`src/rtl/mem_access_unit.sv`:
```
// mem_access_unit
//   Memory access stage behind the multicycle control unit. It turns a
//   one-cycle memory_read / memory_write command into a held bus_req/bus_ack
//   transaction. Read data is captured into a memory data register (rdata).
//   It also reports busy and error status to the stall and trap logic.
//   Only one access can be outstanding. Fetches and data accesses share the
//   same port.
//
// Ports
//   clk, rst_n                       clock, async active-low reset
//   memory_read, memory_write, lorD  command and address select from control
//   pc, alu_out, write_data          datapath fetch addr, data addr, store data
//   bus_req/we/addr/wdata            outgoing request, held until ack/timeout
//   bus_ack, bus_rdata               slave completion and read data
//   rdata, rdata_valid               memory data register, 1-cycle valid pulse
//   busy, err, err_sticky            access outstanding, error pulse, sticky err
module mem_access_unit #(
    parameter int ADDR_WIDTH     = 32,
    parameter int DATA_WIDTH     = 32,
    parameter int TIMEOUT_CYCLES = 16
) (
    input  logic                  clk,
    input  logic                  rst_n,
    input  logic                  memory_read,
    input  logic                  memory_write,
    input  logic                  lorD,
    input  logic [ADDR_WIDTH-1:0] pc,
    input  logic [ADDR_WIDTH-1:0] alu_out,
    input  logic [DATA_WIDTH-1:0] write_data,
    output logic                  bus_req,
    output logic                  bus_we,
    output logic [ADDR_WIDTH-1:0] bus_addr,
    output logic [DATA_WIDTH-1:0] bus_wdata,
    input  logic                  bus_ack,
    input  logic [DATA_WIDTH-1:0] bus_rdata,
    output logic [DATA_WIDTH-1:0] rdata,
    output logic                  rdata_valid,
    output logic                  busy,
    output logic                  err,
    output logic                  err_sticky
);

    typedef enum logic [1:0] {IDLE, ACCESS, DONE} state_t;

    localparam int CW = (TIMEOUT_CYCLES > 1) ? $clog2(TIMEOUT_CYCLES) : 1;

    state_t                state_q, state_d;
    logic [ADDR_WIDTH-1:0] addr_q, addr_d;
    logic                  we_q, we_d;
    logic [DATA_WIDTH-1:0] wdata_q, wdata_d;
    logic [DATA_WIDTH-1:0] rdata_q, rdata_d;
    logic [CW-1:0]         cnt_q, cnt_d;
    logic                  err_q, err_d;
    logic                  sticky_q, sticky_d;

    logic [ADDR_WIDTH-1:0] cmd_addr;
    logic                  timeout_hit;

    assign cmd_addr = lorD ? alu_out : pc;
    // The counter holds the number of ack-less cycles already spent. Firing at
    // TIMEOUT_CYCLES-1 gives exactly TIMEOUT_CYCLES cycles of bus_req.
    assign timeout_hit = (TIMEOUT_CYCLES > 0) && (cnt_q == CW'(TIMEOUT_CYCLES - 1));

    always_comb begin
        state_d  = state_q;
        addr_d   = addr_q;
        we_d     = we_q;
        wdata_d  = wdata_q;
        rdata_d  = rdata_q;
        cnt_d    = cnt_q;
        err_d    = 1'b0;
        case (state_q)
            IDLE, DONE: begin
                state_d = IDLE;
                if (memory_read && memory_write) begin
                    err_d = 1'b1;
                end else if (memory_read || memory_write) begin
                    if (cmd_addr[1:0] != 2'b00) begin
                        err_d = 1'b1;
                    end else begin
                        state_d = ACCESS;
                        addr_d  = cmd_addr;
                        we_d    = memory_write;
                        wdata_d = write_data;
                        cnt_d   = '0;
                    end
                end
            end
            ACCESS: begin
                // New commands are ignored here; upstream stalls on busy.
                if (bus_ack) begin
                    state_d = DONE;
                    if (!we_q) rdata_d = bus_rdata;
                end else if (timeout_hit) begin
                    state_d = IDLE;
                    err_d   = 1'b1;
                end else begin
                    cnt_d = cnt_q + 1'b1;
                end
            end
            default: state_d = IDLE;
        endcase
        sticky_d = sticky_q | err_d;
    end

    always_ff @(posedge clk or negedge rst_n) begin
        if (!rst_n) begin
            state_q  <= IDLE;
            addr_q   <= '0;
            we_q     <= 1'b0;
            wdata_q  <= '0;
            rdata_q  <= '0;
            cnt_q    <= '0;
            err_q    <= 1'b0;
            sticky_q <= 1'b0;
        end else begin
            state_q  <= state_d;
            addr_q   <= addr_d;
            we_q     <= we_d;
            wdata_q  <= wdata_d;
            rdata_q  <= rdata_d;
            cnt_q    <= cnt_d;
            err_q    <= err_d;
            sticky_q <= sticky_d;
        end
    end

    assign bus_req     = (state_q == ACCESS);
    assign busy        = bus_req;
    assign bus_we      = we_q;
    assign bus_addr    = addr_q;
    assign bus_wdata   = wdata_q;
    assign rdata       = rdata_q;
    // we_q still describes the access that just finished while in DONE.
    assign rdata_valid = (state_q == DONE) && !we_q;
    assign err         = err_q;
    assign err_sticky  = sticky_q;

endmodule
```
`config.mk`:
```
export PLATFORM = sky130hd
export DESIGN_NAME = mem_access_unit
export DESIGN_NICKNAME = d
export VERILOG_FILES = /design/src/rtl/mem_access_unit.sv
export SDC_FILE = /design/constraint.sdc
export NUM_CORES = 1
export LEC_CHECK = 0
export ABC_CLOCK_PERIOD_IN_PS = 1800
export CAP_MARGIN = 20
export CORE_MARGIN = 2
export CORE_UTILIZATION = 36
export DETAILED_ROUTE_END_ITERATION = 7
export GPL_TIMING_DRIVEN = 1
export PLACE_DENSITY = 0.78
export SLEW_MARGIN = 25
export SYNTH_ARGS = -nofsm -noshare
export SYNTH_HDL_FRONTEND = slang
export SYNTH_SLANG_ARGS = --single-unit
```
`constraint.sdc`:
```
create_clock -name clk -period 1.8 [get_ports clk]
set_clock_uncertainty 0.2 [all_clocks]
set_input_delay 0.36 -clock clk [delete_from_list [all_inputs] [get_ports clk]]
set_output_delay 0.36 -clock clk [all_outputs]
set_load 0.02 [all_outputs]
```
# [After elaboration in Yosys (flattened, before gate mapping)]
# Index checks and enable logic that the tools add are counted.
[op_classes] add_sub_neg=1 n_eq_ne=9 n_mux=19 n_bitwise=4 n_reduce_logical=11
[op_table] operator="two-way mux 32 bit" n=1
[op_table] operator="two-way mux 4 bit" n=5
[op_table] operator="inequality test 2 bit, second input constant" n=5
[op_table] operator="two-way mux 1 bit" n=8
[op_table] operator="case mux 4 bit (2 select lines)" n=1
[op_table] operator="AND reduction 6 bit" n=1
[op_table] operator="adder 4 x 1 -> 4 bit, second input constant" n=1
[op_table] operator="equality test 4 bit, second input constant" n=1
[op_table] operator="two-way mux 2 bit" n=2
[op_table] operator="case mux 2 bit (2 select lines)" n=1
[op_table] operator="AND reduction 4 bit" n=1
[op_table] operator="nonzero test 2 bit" n=2
[op_table] operator="inequality test 3 x 1 -> 1 bit, second input constant" n=1
[op_table] operator="inverter 1 bit" n=3
[op_table] operator="AND reduction 3 bit" n=1
[op_table] operator="equality test 2 x 1 -> 1 bit, second input constant" n=1
[op_table] operator="equality test 2 bit, second input constant" n=1
[op_table] operator="logical AND 1 bit" n=2
[op_table] operator="logical NOT 2 bit" n=1
[op_table] operator="case mux 1 bit (2 select lines)" n=1
[op_table] operator="OR reduction 2 bit" n=1
[op_table] operator="logical NOT 1 bit" n=1
[op_table] operator="logical OR 1 bit" n=1
[op_table] operator="bitwise OR 1 bit" n=1
[totals] reg_bits=105 in_bits=134 elab_cells=52

# [Logic depth before layout (Yosys ltp)]
[logic_depth] ltp_word=7 mapped_depth=6

# [Least setup slack after synthesis]
# Ideal clock, no wire load.
[synth_timing] path_type="register to register" from="register state_q[0]" to="register rdata_q[10] (netlist: rdata[10])" setup_time_ps=125 arrival_ps=1891 t_required_ps=1475 path_slack_ps=-416 path_stages_with_launch=7 synth_period_minus_slack_ps=2216 cell_sequence="dfrtp_1 buf_2 nor2b_1 and3_1 clkbuf_1 buf_2 mux2_2"
[synth_via] elab_chain_cells=2
[synth_rtl] element="start, declared" line_no="47" rtl="state_t state_q, state_d;"
[synth_rtl] element="start signal, assigned" line_no="117" rtl="state_q <= state_d;"
[synth_rtl] element="equality test 2 x 1 -> 1 bit"
[synth_rtl] element="named net bus_req" line_no="30" rtl="output logic bus_req,"
[synth_rtl] element="AND reduction 3 bit (no line)"
[synth_rtl] element="end signal, assigned" line_no="121" rtl="rdata_q <= rdata_d;"
[synth_rtl] element="end, declared" line_no="51" rtl="logic [DATA_WIDTH-1:0] rdata_q, rdata_d;"
# The timed path passes the listed nets, and every way through them passes these cells.
# A chain may end at the register's enable or synchronous reset.

# [Final worst setup path]
[layout_timing] from="input port lorD" to="register addr_q[29] (netlist: bus_addr[29])"
[layout_via] elab_chain_cells=4
[layout_rtl] element="start, declared" line_no="26" rtl="input logic lorD,"
[layout_rtl] element="two-way mux 32 bit (*)" line_no="59" rtl="assign cmd_addr = lorD ? alu_out : pc;"
[layout_rtl] element="nonzero test 2 bit" line_no="78" rtl="if (cmd_addr[1:0] != 2'b00) begin"
[layout_rtl] element="inverter 1 bit (no line)"
[layout_rtl] element="AND reduction 4 bit (no line)"
[layout_rtl] element="end signal, assigned" line_no="118" rtl="addr_q <= addr_d;"
[layout_rtl] element="end, declared" line_no="48" rtl="logic [ADDR_WIDTH-1:0] addr_q, addr_d;"
# Mark *: on every way between the ends. The rest lies on a longest branch, timed or not.

==> impl_results.md <==
- Met2 wire len: 6.70 mm
- Flip-flop and latch count after synthesis: 105
- Post-route antenna net violation count: 0
- Hold path startpoint: lorD
- Most instantiated library cell after synthesis: sky130_fd_sc_hd__mux2_2
- Terminating pin of the worst hold path: bus_we
- First-iteration detailed-routing DRC count: 115
- Post-Layout Inst Area: about 7700 um2
- Actual slew at the worst max-slew pin: about 0.39 ns
- Num ports: ~240
- Period utilisation layout: 1.04
- LEAKAGE: roughly 3.6 nW
- DRC errors left: 0
- Pin count of the biggest net entering global routing: 54
- Critical path launch point type: input port
- Total number of clock tree sinks: 105
- Clock latency of the later-clocked register in the worst-skew pair: 0.33 ns
- Final global-route overflow total: 0
- Number of cells on the worst reg-to-reg path: 6
- Class of the most critical setup path: in -> reg
- Setup total negative slack: -2.69 ns
- Root buf cell: sky130_fd_sc_hd__clkbuf_16
- Peak Freq: approximately 540 MHz
- Number of H-tree branching levels: 3
- Fraction of final layout cells sized beyond drive strength 1: 0.335
- Cell area after technology mapping: approximately 4400 um2
- Final net count: 690
- Global-route wire length before repair: between 15 and 20 mm
- Final max-slew violation count: 0
- Antenna diode count: 0
- Max-cap violations: 0
- Clk buf depth: 2
- Worst r2r src: state_q[0]
- Maximum fanout along the worst path: 7
- Initial antenna violation count: 0
- Height of the die: approximately 110 um
- Warning count from the yosys run: 0
- Final weighted congestion of routability-driven global placement: 0.755
- PwrDens: 1110 nW/um2
- Share of the synthesized area in the top cell type: 0.594
- Clock tree from TritonCTS: yes
- Worst IR drop on VDD: approximately 0.00063 V
- Endpoint of the most critical register-to-register path: bus_addr[29]
- Tightest hold margin: 0.284 ns
- Syn nets: 429
- Length of routed wiring on met1: 4.98 mm
- Number of inserted filler cells in the final layout: about 930
- Number of endpoints failing setup at the final stage: 50
- Routed vias: 3412
- Violations in the final reports: negative setup slack
- Total routing resource utilization after global routing: 0.195
- Met3 layer wire length in the routed design: 843 um
- Sequential share of the synthesized area: 0.594
- Final min period: ~1.9 ns
- Critical path endpoint category: flip-flop
- Class of the tightest hold or removal check: in -> reg
- Post-synthesis cell count: 294
- Core Rows: 40
- Post-synthesis cell type with the largest combined area: sky130_fd_sc_hd__dfrtp_1
- Final setup slack of the worst path: -0.0666 ns
- Worst slew margin relative to its limit: 0.738
- Average vias per placed instance: 4.83
- RSZ-0062 raised after global routing: yes
- Reg area: 2630 um2
- Syn Area/Cell: between 15 and 20 um2
- Core area: about 12000 um2
- Count of distinct cell types in the synthesized netlist: 31
- Hold path depth: 4
- Detailed-route wire length: about 13 mm
- Required time at the worst-slack endpoint: ~1.8 ns
- Worst reg-to-reg setup slack: -0.02 ns
- Clock transition time at the flip-flop clock pins of the worst setup and hold paths: 0.06 ns
- Data arrival time of the critical path: between 1.5 and 2 ns
- Iteration count of the initial detailed-routing pass: 4
- Async SR Flop Fraction: 1.00
- Clock buffer count from CTS: 9
- HPWL after detailed placement: 8.64 mm
- Hold violation count in the final report: 0
- Area growth, synth to finish: 74.6%
- Highest metal layer with signal wires: met4
- Total area of multi-input combinational cells: 1920 um2
- Top FF cell, synth: sky130_fd_sc_hd__dfrtp_1
- Die ar.: 13200 um2
- Initial core utilization: 0.368
- Die width: 115 um
- Port-buffer cells: 235
- Most instantiated cells after synthesis: sky130_fd_sc_hd__mux2_2, sky130_fd_sc_hd__dfrtp_1, sky130_fd_sc_hd__o21ai_0, sky130_fd_sc_hd__buf_2, sky130_fd_sc_hd__buf_4
- Outcome: finished, violations left
- EDFF count, synth: 0
- Average wire per cell in the routed design: around 18 um
- Cell Area, Placed: ~7100 um2
- Via count of the first global-routing pass: 3824
- Synth area leaders: sky130_fd_sc_hd__dfrtp_1, sky130_fd_sc_hd__mux2_2, sky130_fd_sc_hd__buf_4
[worst max-delay path, stage by stage]
cell	delay [ns]
sky130_fd_sc_hd__buf_8	0.10
sky130_fd_sc_hd__or3_4	0.40
sky130_fd_sc_hd__a211oi_4	0.27
sky130_fd_sc_hd__buf_4	0.19
sky130_fd_sc_hd__buf_12	0.12
sky130_fd_sc_hd__buf_16	0.13
sky130_fd_sc_hd__mux2_4	0.30
[power by group]
part           internal, W  switching [W]
Sequential         0.00303       0.000350
Combinational      0.00176        0.00158
Clock              0.00106       0.000823
Total              0.00585        0.00275
[what timing repair did]
| item | CTS | global route |
|---|---|---|
| endpoints found under the setup margin | 171 | 101 |
| gates cloned | 7 | 1 |
| pin swaps | 3 | 2 |
| buffers inserted | 10 | 0 |
| hold buffers | 1 | 0 |
| resized for setup | 199 | 9 |
| hold endpoints to repair | 105 | 0 |
[worst max path at each step]
stage / endpoint / startpoint / cells after the start
CTS: bus_wdata[20] / alu_out[0] / 9
global placement: bus_wdata[29] / lorD / 5
floorplan: bus_wdata[5] / lorD / 6
finish: bus_addr[29] / lorD / 7
detailed placement: bus_wdata[22] / lorD / 5
global route: bus_addr[29] / lorD / 7
[metal layers]
metal | vias up | GRT usage
met5 | - | 0
met4 | 0 | 0.0707
met3 | 17 | 0.0490
met2 | 137 | 0.354
met1 | 1683 | 0.222
li1 | 1575 | -
[cell families after synthesis]
logic type / after synthesis / share of synthesized area
AOI/OAI and AO/OA: 15 / 0.0215
xor gates and xnor gates: 1 / 0.00198
adders and majority gates: 1 / 0.00283
buffers and inverters: 21 / 0.0263
DFF: 105 / 0.594
muxes: 124 / 0.316
and+or+nand+nor: 27 / 0.0382
[per-stage QoR]
stage          worst slack, ns  cells  power, W  utilization
6_report               -0.0666    706   0.00860        0.643
3_5_place_dp            -0.850    675   0.00691        0.588
5_1_grt                -0.0936    706   0.00903        0.643
2_1_floorplan           -0.263    294   0.00499            -
4_1_cts                 -0.174    708   0.00871        0.644
3_3_place_gp            -0.806    675   0.00681        0.588
[state kept, by name, indices dropped and copies added (netlist names)]
name        flops
err_sticky      1
rdata          32
bus_addr       32
err             1
cnt_q           4
state_q         2
bus_we          1
bus_wdata      32
[cells in the final DEF, fill, tap and decap left out, types with 3 or more instances in the layout]
cell and instances:
sky130_fd_sc_hd__clkdlybuf4s50_1 125, sky130_fd_sc_hd__nand2_1 3, sky130_fd_sc_hd__dlygate4sd2_1 101, sky130_fd_sc_hd__o21ai_0 7, sky130_fd_sc_hd__nand3_1 3, sky130_fd_sc_hd__buf_6 3, sky130_fd_sc_hd__buf_12 8, sky130_fd_sc_hd__buf_4 14
sky130_fd_sc_hd__clkbuf_16 10, sky130_fd_sc_hd__dfrtp_1 104, sky130_fd_sc_hd__buf_16 6, sky130_fd_sc_hd__mux2_2 70, sky130_fd_sc_hd__mux2_4 53, sky130_fd_sc_hd__inv_1 4, sky130_fd_sc_hd__buf_2 6, sky130_fd_sc_hd__clkinv_2 3
[area by class of cell]
class	count	share of cell area
timing repair buffer	267	0.349
sequential	105	0.340
multi-input combinational	168	0.248
clock buffer	9	0.0291
tap	147	0.0238
clock inverter	6	0.00777
inverter	4	0.00194
No activity file was read; power rests on OpenSTA's default activity.
